--- src/rtl/decode_control_queue_if.sv ---
// decode_control_queue_if: fetch-side handshake, execute-side handshake and decoded head fields.
interface decode_control_queue_if #(
    parameter int ILEN     = 32,
    parameter int ALU_OP_W = 4,
    parameter int CNT_W    = 8
);
    logic                in_valid;
    logic                in_ready;
    logic [ILEN-1:0]     in_instr;
    logic                out_valid;
    logic                out_ready;
    logic                flush;
    logic                ex_mem_read;
    logic [4:0]          ex_rd;
    logic                reg_write;
    logic                alu_src;
    logic                mem_read;
    logic                mem_write;
    logic                mem_to_reg;
    logic                branch;
    logic                jump;
    logic [ALU_OP_W-1:0] alu_op;
    logic [2:0]          encoding;
    logic [4:0]          rd;
    logic [4:0]          rs1;
    logic [4:0]          rs2;
    logic                illegal;
    logic [CNT_W-1:0]    illegal_count;

    modport slave (
        input  in_valid, in_instr, out_ready, flush, ex_mem_read, ex_rd,
        output in_ready, out_valid, reg_write, alu_src, mem_read, mem_write, mem_to_reg,
               branch, jump, alu_op, encoding, rd, rs1, rs2, illegal, illegal_count
    );

    modport master (
        output in_valid, in_instr, out_ready, flush, ex_mem_read, ex_rd,
        input  in_ready, out_valid, reg_write, alu_src, mem_read, mem_write, mem_to_reg,
               branch, jump, alu_op, encoding, rd, rs1, rs2, illegal, illegal_count
    );
endinterface

--- src/rtl/decode_control_queue.sv ---
// decode_control_queue: RV32I control decode into a DEPTH-entry FIFO with load-use bubbling and flush.
module decode_control_queue #(
    parameter int ILEN      = 32,
    parameter int DEPTH     = 2,
    parameter int ALU_OP_W  = 4,
    parameter int CNT_W     = 8,
    parameter int ENABLE_BJ = 1
) (
    input logic clk,
    input logic rst,
    decode_control_queue_if.slave bus
);
    localparam int AW = $clog2(DEPTH);
    localparam logic BJ = ENABLE_BJ != 0;
    localparam logic [2:0] ENC_R = 3'd0, ENC_I = 3'd1, ENC_S = 3'd2, ENC_B = 3'd3, ENC_U = 3'd4, ENC_J = 3'd5;

    typedef struct packed {
        logic                illegal;
        logic                uses_rs1;
        logic                uses_rs2;
        logic                reg_write;
        logic                alu_src;
        logic                mem_read;
        logic                mem_write;
        logic                mem_to_reg;
        logic                branch;
        logic                jump;
        logic [ALU_OP_W-1:0] alu_op;
        logic [2:0]          encoding;
        logic [4:0]          rd;
        logic [4:0]          rs1;
        logic [4:0]          rs2;
    } entry_t;

    entry_t           mem_q [DEPTH];
    entry_t           mem_d [DEPTH];
    logic [AW-1:0]    wptr_q, wptr_d, rptr_q, rptr_d;
    logic [AW:0]      count_q, count_d;
    logic [CNT_W-1:0] ill_cnt_q, ill_cnt_d;
    entry_t           dec, head;
    logic             ok, push, pop, hazard;
    logic [6:0]       opc, f7;
    logic [2:0]       f3;

    function automatic logic [3:0] alu_rr(input logic [2:0] f, input logic alt);
        case (f)
            3'b000:  alu_rr = alt ? 4'd1 : 4'd0;
            3'b001:  alu_rr = 4'd2;
            3'b010:  alu_rr = 4'd8;
            3'b011:  alu_rr = 4'd9;
            3'b100:  alu_rr = 4'd5;
            3'b101:  alu_rr = alt ? 4'd4 : 4'd3;
            3'b110:  alu_rr = 4'd6;
            default: alu_rr = 4'd7;
        endcase
    endfunction

    always_comb begin
        opc = bus.in_instr[6:0];
        f3  = bus.in_instr[14:12];
        f7  = bus.in_instr[31:25];
        dec = '0;
        ok  = 1'b0;
        case (opc)
            7'b0110011: begin
                ok = f7 == 7'h00 || (f7 == 7'h20 && (f3 == 3'b000 || f3 == 3'b101));
                dec.encoding = ENC_R;
                {dec.uses_rs1, dec.uses_rs2, dec.reg_write} = 3'b111;
                dec.alu_op = ALU_OP_W'(alu_rr(f3, f7[5]));
            end
            7'b0010011: begin
                ok = f3 == 3'b001 ? f7 == 7'h00 : f3 != 3'b101 || f7 == 7'h00 || f7 == 7'h20;
                dec.encoding = ENC_I;
                {dec.uses_rs1, dec.alu_src, dec.reg_write} = 3'b111;
                dec.alu_op = ALU_OP_W'(alu_rr(f3, f3 == 3'b101 && f7[5]));
            end
            7'b0110111: begin
                ok = 1'b1;
                dec.encoding = ENC_U;
                dec.reg_write = 1'b1;
                dec.alu_op = ALU_OP_W'(4'd10);
            end
            7'b0000011: begin
                ok = f3 == 3'b010;
                dec.encoding = ENC_I;
                {dec.uses_rs1, dec.alu_src, dec.mem_read, dec.mem_to_reg, dec.reg_write} = 5'b11111;
            end
            7'b0100011: begin
                ok = f3 == 3'b010;
                dec.encoding = ENC_S;
                {dec.uses_rs1, dec.uses_rs2, dec.alu_src, dec.mem_write} = 4'b1111;
            end
            7'b1100011: begin
                ok = BJ && f3[2:1] != 2'b01;
                dec.encoding = ENC_B;
                {dec.uses_rs1, dec.uses_rs2, dec.branch} = 3'b111;
                dec.alu_op = ALU_OP_W'(f3[2] ? (f3[1] ? 4'd9 : 4'd8) : 4'd1);
            end
            7'b1101111: begin
                ok = BJ;
                dec.encoding = ENC_J;
                {dec.jump, dec.reg_write} = 2'b11;
            end
            7'b1100111: begin
                ok = BJ && f3 == 3'b000;
                dec.encoding = ENC_I;
                {dec.uses_rs1, dec.jump, dec.alu_src, dec.reg_write} = 4'b1111;
            end
            7'b0010111: begin
                ok = BJ;
                dec.encoding = ENC_U;
                dec.reg_write = 1'b1;
                dec.alu_op = ALU_OP_W'(4'd11);
            end
            default: ok = 1'b0;
        endcase
        // Illegal words still carry their raw register fields so trap logic can inspect them.
        if (!ok) begin
            dec = '0;
            dec.illegal = 1'b1;
        end
        dec.rd  = bus.in_instr[11:7];
        dec.rs1 = bus.in_instr[19:15];
        dec.rs2 = bus.in_instr[24:20];
    end

    always_comb begin
        head    = mem_q[rptr_q];
        hazard  = bus.ex_mem_read && bus.ex_rd != 5'd0 &&
                  ((head.uses_rs1 && head.rs1 == bus.ex_rd) || (head.uses_rs2 && head.rs2 == bus.ex_rd));
        push    = bus.in_valid && bus.in_ready && !bus.flush;
        pop     = bus.out_valid && bus.out_ready;
        mem_d   = mem_q;
        if (push) mem_d[wptr_q] = dec;
        wptr_d    = bus.flush ? '0 : wptr_q + AW'(push);
        rptr_d    = bus.flush ? '0 : rptr_q + AW'(pop);
        count_d   = bus.flush ? '0 : count_q + (AW+1)'(push) - (AW+1)'(pop);
        ill_cnt_d = push && dec.illegal && ill_cnt_q != '1 ? ill_cnt_q + CNT_W'(1) : ill_cnt_q;
    end

    always_ff @(posedge clk) begin
        if (rst) begin
            mem_q     <= '{default: '0};
            wptr_q    <= '0;
            rptr_q    <= '0;
            count_q   <= '0;
            ill_cnt_q <= '0;
        end else begin
            mem_q     <= mem_d;
            wptr_q    <= wptr_d;
            rptr_q    <= rptr_d;
            count_q   <= count_d;
            ill_cnt_q <= ill_cnt_d;
        end
    end

    assign bus.in_ready      = count_q != (AW+1)'(DEPTH);
    assign bus.out_valid     = count_q != '0 && !hazard && !bus.flush;
    assign bus.reg_write     = head.reg_write;
    assign bus.alu_src       = head.alu_src;
    assign bus.mem_read      = head.mem_read;
    assign bus.mem_write     = head.mem_write;
    assign bus.mem_to_reg    = head.mem_to_reg;
    assign bus.branch        = head.branch;
    assign bus.jump          = head.jump;
    assign bus.alu_op        = head.alu_op;
    assign bus.encoding      = head.encoding;
    assign bus.rd            = head.rd;
    assign bus.rs1           = head.rs1;
    assign bus.rs2           = head.rs2;
    assign bus.illegal       = head.illegal;
    assign bus.illegal_count = ill_cnt_q;
endmodule

--- src/flat_wrapper.sv ---
// flat-port wrapper written by rule: the top's interface ports become plain ports
module decode_control_queue_flat 
#(
    parameter int ILEN      = 32,
    parameter int DEPTH     = 2,
    parameter int ALU_OP_W  = 4,
    parameter int CNT_W     = 8,
    parameter int ENABLE_BJ = 1
)
  (clk, rst, bus_in_valid, bus_in_instr, bus_out_ready, bus_flush, bus_ex_mem_read, bus_ex_rd, bus_in_ready, bus_out_valid, bus_reg_write, bus_alu_src, bus_mem_read, bus_mem_write, bus_mem_to_reg, bus_branch, bus_jump, bus_alu_op, bus_encoding, bus_rd, bus_rs1, bus_rs2, bus_illegal, bus_illegal_count);
  decode_control_queue_if #(.ILEN(ILEN), .ALU_OP_W(ALU_OP_W), .CNT_W(CNT_W)) bus_i ();
  input logic clk;
  input logic rst;
  input wire logic [$bits(bus_i.in_valid)-1:0] bus_in_valid;
  input wire logic [$bits(bus_i.in_instr)-1:0] bus_in_instr;
  input wire logic [$bits(bus_i.out_ready)-1:0] bus_out_ready;
  input wire logic [$bits(bus_i.flush)-1:0] bus_flush;
  input wire logic [$bits(bus_i.ex_mem_read)-1:0] bus_ex_mem_read;
  input wire logic [$bits(bus_i.ex_rd)-1:0] bus_ex_rd;
  output wire logic [$bits(bus_i.in_ready)-1:0] bus_in_ready;
  output wire logic [$bits(bus_i.out_valid)-1:0] bus_out_valid;
  output wire logic [$bits(bus_i.reg_write)-1:0] bus_reg_write;
  output wire logic [$bits(bus_i.alu_src)-1:0] bus_alu_src;
  output wire logic [$bits(bus_i.mem_read)-1:0] bus_mem_read;
  output wire logic [$bits(bus_i.mem_write)-1:0] bus_mem_write;
  output wire logic [$bits(bus_i.mem_to_reg)-1:0] bus_mem_to_reg;
  output wire logic [$bits(bus_i.branch)-1:0] bus_branch;
  output wire logic [$bits(bus_i.jump)-1:0] bus_jump;
  output wire logic [$bits(bus_i.alu_op)-1:0] bus_alu_op;
  output wire logic [$bits(bus_i.encoding)-1:0] bus_encoding;
  output wire logic [$bits(bus_i.rd)-1:0] bus_rd;
  output wire logic [$bits(bus_i.rs1)-1:0] bus_rs1;
  output wire logic [$bits(bus_i.rs2)-1:0] bus_rs2;
  output wire logic [$bits(bus_i.illegal)-1:0] bus_illegal;
  output wire logic [$bits(bus_i.illegal_count)-1:0] bus_illegal_count;
  assign bus_i.in_valid = bus_in_valid;
  assign bus_i.in_instr = bus_in_instr;
  assign bus_i.out_ready = bus_out_ready;
  assign bus_i.flush = bus_flush;
  assign bus_i.ex_mem_read = bus_ex_mem_read;
  assign bus_i.ex_rd = bus_ex_rd;
  assign bus_in_ready = bus_i.in_ready;
  assign bus_out_valid = bus_i.out_valid;
  assign bus_reg_write = bus_i.reg_write;
  assign bus_alu_src = bus_i.alu_src;
  assign bus_mem_read = bus_i.mem_read;
  assign bus_mem_write = bus_i.mem_write;
  assign bus_mem_to_reg = bus_i.mem_to_reg;
  assign bus_branch = bus_i.branch;
  assign bus_jump = bus_i.jump;
  assign bus_alu_op = bus_i.alu_op;
  assign bus_encoding = bus_i.encoding;
  assign bus_rd = bus_i.rd;
  assign bus_rs1 = bus_i.rs1;
  assign bus_rs2 = bus_i.rs2;
  assign bus_illegal = bus_i.illegal;
  assign bus_illegal_count = bus_i.illegal_count;
  decode_control_queue #(.ILEN(ILEN), .DEPTH(DEPTH), .ALU_OP_W(ALU_OP_W), .CNT_W(CNT_W), .ENABLE_BJ(ENABLE_BJ)) u_core (.clk(clk), .rst(rst), .bus(bus_i));
endmodule
--- config.mk ---
export PLATFORM = sky130hd
export DESIGN_NAME = decode_control_queue_flat
export DESIGN_NICKNAME = d
export VERILOG_FILES = /design/src/rtl/decode_control_queue_if.sv /design/src/rtl/decode_control_queue.sv /design/src/flat_wrapper.sv
export SDC_FILE = /design/constraint.sdc
export NUM_CORES = 1
export LEC_CHECK = 0
export ABC_AREA = 1
export BUFFER_PORTS_ARGS = -buffer_cell sky130_fd_sc_hd__buf_2
export CAP_MARGIN = 20
export CORE_ASPECT_RATIO = 1.25
export CORE_UTILIZATION = 30
export DETAILED_ROUTE_END_ITERATION = 10
export SETUP_SLACK_MARGIN = 0.5
export SYNTH_ARGS = -nofsm -noshare
export SYNTH_HDL_FRONTEND = slang
export SYNTH_SLANG_ARGS = --single-unit
--- constraint.sdc ---
create_clock -name clk -period 2.2 [get_ports clk]
set_input_delay 0.44 -clock clk [delete_from_list [all_inputs] [get_ports clk]]
set_output_delay 0.44 -clock clk [all_outputs]
set_load 0.03 [all_outputs]
==> results of run 1 <==
[stage by stage]
stage | setup WS, ns | power (mW)
after global routing | -0.266 | 3.53
after CTS | -0.142 | 3.39
final | -0.153 | 3.39
after detailed placement | -0.340 | 1.89
after floorplan | 0.0129 | 1.73
after global placement | -0.198 | 1.88
[state kept, by name, summed over array words and instances, names as in the netlist]
name	count
u_core.wptr_q	1
u_core.mem_q	62
u_core.count_q	2
u_core.bus.illegal_count	8
u_core.rptr_q	1
[worst max-delay path: cells and delay by family, from the launching register on]
kind / cells / cell delay [ns]
buffers and inverters: 5 / 0.58
and+or+nand+nor: 6 / 0.46
DFF: 1 / 0.40
AOI/OAI and AO/OA: 1 / 0.14
[final cells by class]
cell class | count | area share [%]
multi-input cells | 431 | 42.9
flip-flops and latches | 74 | 27.5
clock inverters | 6 | 1.21
repair buffers | 111 | 16.4
clock buffers | 10 | 4.25
well taps | 164 | 3.81
inverters | 53 | 3.85
[worst max path at each step]
stage | start | to | slack, ns | cells after the start
after floorplan | u_core.rptr_q$_SDFF_PP0_ | u_core.count_q[1]$_SDFF_PP0_ | 0.01 | 18
after global placement | u_core.rptr_q$_SDFF_PP0_ | u_core.count_q[1]$_SDFF_PP0_ | -0.20 | 16
after detailed placement | u_core.rptr_q$_SDFF_PP0_ | u_core.count_q[1]$_SDFF_PP0_ | -0.34 | 16
after CTS | u_core.rptr_q$_SDFF_PP0_ | u_core.count_q[1]$_SDFF_PP0_ | -0.14 | 17
after global routing | u_core.rptr_q$_SDFF_PP0_ | u_core.count_q[1]$_SDFF_PP0_ | -0.27 | 16
final | u_core.rptr_q$_SDFF_PP0_ | bus_out_valid | -0.15 | 12
[cells by family after synthesis]
family                   count (synthesis)  share of synthesized area [%]
AND/OR/NAND/NOR                        296                           33.2
AO/OA/AOI/OAI                          121                           16.2
flip-flops                              74                           38.8
adder cells (fa/ha/maj)                  5                           1.64
buffers and inverters                   82                           8.53
XOR/XNOR                                 7                           1.61
[synth_stat cells]
library cell and count:
nand4_4 1, nor3_1 3, o221ai_1 1, o2111ai_1 1
nand3_1 36, nor2_4 2, a21oi_2 1, nor2_8 1
inv_1 44, o21ai_0 70, a21oi_1 47, clkinv_1 1
nor2_1 82, clkinv_2 1, xor2_1 3, o21ai_1 1
inv_2 7, nand2_1 156, nor2_2 1, clkbuf_1 21
xnor2_1 4, buf_4 1, nand3_2 3, nand2_2 3
or2_2 1, buf_1 2, nand2_4 2, dfxtp_1 74
buf_6 1, ha_1 5, nand4_1 5, buf_2 4
[routing by layer]
metal	GRT usage [%]	part of all wire (%)
met1	20.1	45
met2	31.2	51
met3	2.51	3.4
met4	6.38	1.5
met5	0	0
[timing repair]
item | 4_1_cts | 5_1_grt
gates resized for setup | 70 | 41
setup endpoints to repair | 38 | 82
buffers inserted | 5 | 3
endpoints found under the hold margin | 0 | 0
pin swaps | 10 | 15
cloned | 2 | 2
[power breakdown]
part	leakage [nW]	switching, mW	internal (mW)	total, mW
Combinational	1.80	0.312	0.205	0.517
Sequential	0.603	0.0295	1.39	1.42
Clock	0.143	0.571	0.882	1.45
Total	2.55	0.913	2.48	3.39
==> results.cfg, run 1 <==
[yosys]
synth-seq-area-share_pct = 38.8
synth_top_area_share_pct = 38.8
syn_area_per_cell_sq_um = 6.52
synth.distinct_cells = 32
synth_nets = 633
synthCells = 585
postSynthRegisterBits = 74
yosys.area.top_type = dfxtp_1
yosysWarnings = 0
syn_area_sq_um = 3810
synthTopCellsByArea = dfxtp_1 39%, nand2_1 15%, o21ai_0 9.2%, nor2_1 8.1%, a21oi_1 6.2%

[layout]
fin_util_pct = 43.9
final_common_cell = nand2_1
antenna_cells = 0
final_cell_mix = 122 x nand2_1, 78 x nor2_1, 73 x dfxtp_1
final_area_sq_um = 5390
drive_above_1_share_pct = 30.4
multi_input_comb_area_sq_um = 2310
layout.nets = 728
area_delta_synth_final_pct = 41.3
final_cells = 849
nFillCells = 1294
regArea_sq_um = 1490

[setup_path]
cp.arrival_ns = 1.91
path_cells = buf_12 > buf_16 > o21ai_4 > nor2_1 > nor2_1 > nand3_1 > nand2_1 > nand2_2 > buf_4 > nand2_2 > inv_2 > buf_6
endpoint_kind = primary output
critPathSlowestCell = dfxtp_4
rrSetupSlack_ns = -0.13
r2r_end = u_core.count_q[1]$_SDFF_PP0_
rr_worst_depth = 16
max_stage_delay_ns = 0.40
critPathRequiredTime_ns = 1.76
r2r-start = u_core.rptr_q$_SDFF_PP0_
path_class = reg -> out
cp_max_fo = 7
start_kind = flip-flop

[timing]
setup_slack_ns = -0.153
rsz0062_at_grt = yes
post-route-period-util_pct = 107
layout_min_cycle_time_ns = 2.35
slew_headroom_pct = 68.8
slew_violations = 0
fmax_mhz = 425
max_slew.worst_pin.slew_ns = 0.465
fin_skew_ns = 0.00649
setup_viol = 2
setup_tns_ns = -0.282
holdWs_ns = 0.352
timing_hold_violations_final = 0

[die]
coreArea_sq_um = 12300
fp.dieW_um = 103
die_area_sq_um = 13200
initial_core_util_pct = 31.1
fp-row-count = 45
io_pins = 83
die_y_um = 128

[placed_design]
placed_area_sq_um = 4590
dp_hpwl_um = 7590
gp_congestion = 0.898
io_buffers = 82
dp_cells = 821

[routing]
drtAntennaViolNets = 0
drt_iter0_drc = 161
vias = 4081
post_drt_wl_per_cell_um = 12.9
vias_per_cell = 4.81
drc_errors = 0
firstDrtPassIters = 4
wirelength_um = 11000

[worst_hold_path]
hold_class = in -> reg
worstHoldPathCells = 3
worstHoldStart = bus_in_instr[11]
min_to = u_core.mem_q[14]$_SDFFE_PP0P_

[global_routing]
grt_max_degree = 48
grt_pass1_vias = 4032
grt-ovfl-total = 0
grt_pass1_wl_um = 18000
antenna_found_initial = 0
grt_util_all_layers_pct = 17.2

[cts]
cts_root_buf = clkbuf_16
cts_buffers = 9
clk_latency_ns = 0.33
hold_buffers = 0
cts.sinks = 74
cts_tree = done
htree_levels = 3
cts_buffer_depth = 2
clk_pin_slew_ns = 0.06

[outcome]
violations = negative setup slack
outcome = finished, violations left

[power]
vdd_drop_max_uv = 341
power_density_nw_per_um2 = 629
power.leakage_nw = 2.55

[job]
cap_violations = 0
(Power assumes the default switching activity.)
==> run 2, diff against run 1 <==
==> constraint.sdc (replaced) <==
create_clock -name clk -period 1.9 [get_ports clk]
set_input_delay 0.38 -clock clk [delete_from_list [all_inputs] [get_ports clk]]
set_output_delay 0.38 -clock clk [all_outputs]
set_load 0.03 [all_outputs]
==> run 2 against run 1 <==
Effect of this change: the flow still finishes with violations (negative setup slack); count of clock-buffer cells in the layout grew 1; sequential cell count unchanged; cell count up 7.3%; non-clock buffer count is 61 higher; routed wire length grew 40%; hold slack worse by 0.060 ns; register-to-register slack got worse by 0.37 ns; critical endpoint is now u_core.count_q[1]$_SDFF_PP0_.
==> results.cfg, run 2 (synthesis gave the netlist of run 1 again) <==
[outcome]
outcome = finished, violations left
violations = negative setup slack

[routing]
vias = 4633
post_drt_wl_per_cell_um = 16.9
drc_errors = 0
drt_iter0_drc = 206
firstDrtPassIters = 4
wirelength_um = 15400
drtAntennaViolNets = 0
vias_per_cell = 5.09

[global_routing]
grt_pass1_wl_um = 20100
grt_max_degree = 58
grt-ovfl-total = 0
antenna_found_initial = 0
grt_util_all_layers_pct = 19.5
grt_pass1_vias = 4182

[timing]
setup_viol = 3
holdWs_ns = 0.291
rsz0062_at_grt = yes
post-route-period-util_pct = 126
slew_headroom_pct = 39.1
slew_violations = 0
fmax_mhz = 417
timing_hold_violations_final = 0
setup_slack_ns = -0.499
fin_skew_ns = 0.00764
setup_tns_ns = -1.13
max_slew.worst_pin.slew_ns = 0.913
layout_min_cycle_time_ns = 2.40

[cts]
clk_pin_slew_ns = 0.06
hold_buffers = 0
cts.sinks = 74
cts_buffers = 9
clk_latency_ns = 0.34
cts_tree = done
cts_root_buf = clkbuf_16
htree_levels = 3
cts_buffer_depth = 2

[layout]
drive_above_1_share_pct = 61.6
area_delta_synth_final_pct = 99.9
final_cells = 911
largest_register_ffs = 62
antenna_cells = 0
final_common_cell = nand2_4
top_register = u_core.mem_q
final_cell_mix = 69 x nand2_4, 65 x buf_6, 65 x dfxtp_1
fin_util_pct = 62.1
layout.nets = 790

[power]
p_comb_share_pct = 20.6
vdd_drop_max_uv = 526
p_switching_mw = 1.28
seqPwrFrac_pct = 36.4
clockPowerShare_pct = 42.9
power.leakage_nw = 3.34
internal_power_mw = 3.30
power_density_nw_per_um2 = 600
p_sw_share_pct = 27.9

[setup_path]
cp.arrival_ns = 2.67
path_cells = buf_6 > buf_16 > nand2_1 > nand3_1 > nand2_1 > nor2_1 > nand3_1 > nand2_1 > nand2_2 > nand3_2 > inv_2 > ha_4 > inv_2 > ha_4 > xnor2_2 > or2_4 > a21oi_2
path_buf_inv = 4
endpoint_kind = flip-flop
start_kind = flip-flop
critPathRequiredTime_ns = 2.18
rrSetupSlack_ns = -0.50
critPathSlowestCell = dfxtp_4
max_stage_delay_ns = 0.40
cp_common_cell = nand2_1
r2r-start = u_core.rptr_q$_SDFF_PP0_
cp_max_fo = 11
crit_start = u_core.rptr_q$_SDFF_PP0_
critPathTopFamily = simple AND/OR/NAND/NOR gates
path_class = reg -> reg

[job]
cap_violations = 0

[die]
coreArea_sq_um = 12300
die_y_um = 128
fp-row-count = 45
initial_core_util_pct = 31.1
fp.dieW_um = 103
die_area_sq_um = 13200
io_pins = 83

[placed_design]
dp_hpwl_um = 7770
gp_congestion = 0.893
io_buffers = 82
dp_cells = 831

[worst_hold_path]
hold_class = in -> reg
worstHoldStart = bus_in_instr[15]
[run 2: final timing paths]
check	endpoint	cells after the start
max	u_core.count_q[1]$_SDFF_PP0_	17
min	u_core.mem_q[5]$_SDFFE_PP0P_	3
max reg2reg	u_core.count_q[1]$_SDFF_PP0_	17
min reg2reg	u_core.bus.illegal_count[7]$_SDFFE_PP0P_	2
[run 2: layer usage]
metal / part of all wire [%] / GRT usage, %
met5: 0 / 0
met4: 3.1 / 8.53
met3: 4.2 / 2.89
met2: 55 / 35.3
met1: 38 / 22.4
[run 2: power groups by stage]
stage               combinational, mW  clock, mW  sequential, mW
floorplan                       0.355          0            1.67
CTS                             0.690       1.97            1.66
global route                     1.00       2.06            1.67
global placement                0.539          0            1.67
detailed placement              0.550          0            1.67
finish                          0.946       1.96            1.67
[run 2: final cells by class]
class	count	area, sq um
fillers	1000	4650
multi-input cells	432	3440
repair buffers	172	1880
flip-flops and latches	74	1510
clock buffers	11	264
inverters	53	253
well taps	164	205
clock inverters	5	82.6
[run 2: per-stage QoR]
stage                     worst slack, ns  total power [mW]  instance area, sq um
after floorplan                    -0.287              2.02                  4130
after global placement             -0.429              2.21                  4830
after detailed placement           -0.558              2.22                  4830
after CTS                          -0.454              4.32                  6230
after global routing               -0.648              4.73                  7630
final                              -0.499              4.58                  7630
[run 2: what timing repair did]
item / 4_1_cts / 5_1_grt
cloned: 8 / 12
pin swaps: 30 / 126
endpoints found under the setup margin: 105 / 103
gates resized for setup: 203 / 297
setup buffers: 19 / 25
[run 2: worst register-to-register path: stages (launching register included)]
cell     delay (ns)
dfxtp_4        0.40
buf_6          0.14
buf_16         0.15
nand2_1        0.07
nand3_1        0.10
nand2_1        0.08
nor2_1         0.10
nand3_1        0.08
nand2_1        0.08
nand2_2        0.08
nand3_2        0.08
inv_2          0.05
ha_4           0.25
inv_2          0.04
ha_4           0.15
xnor2_2        0.14
or2_4          0.26
a21oi_2        0.11
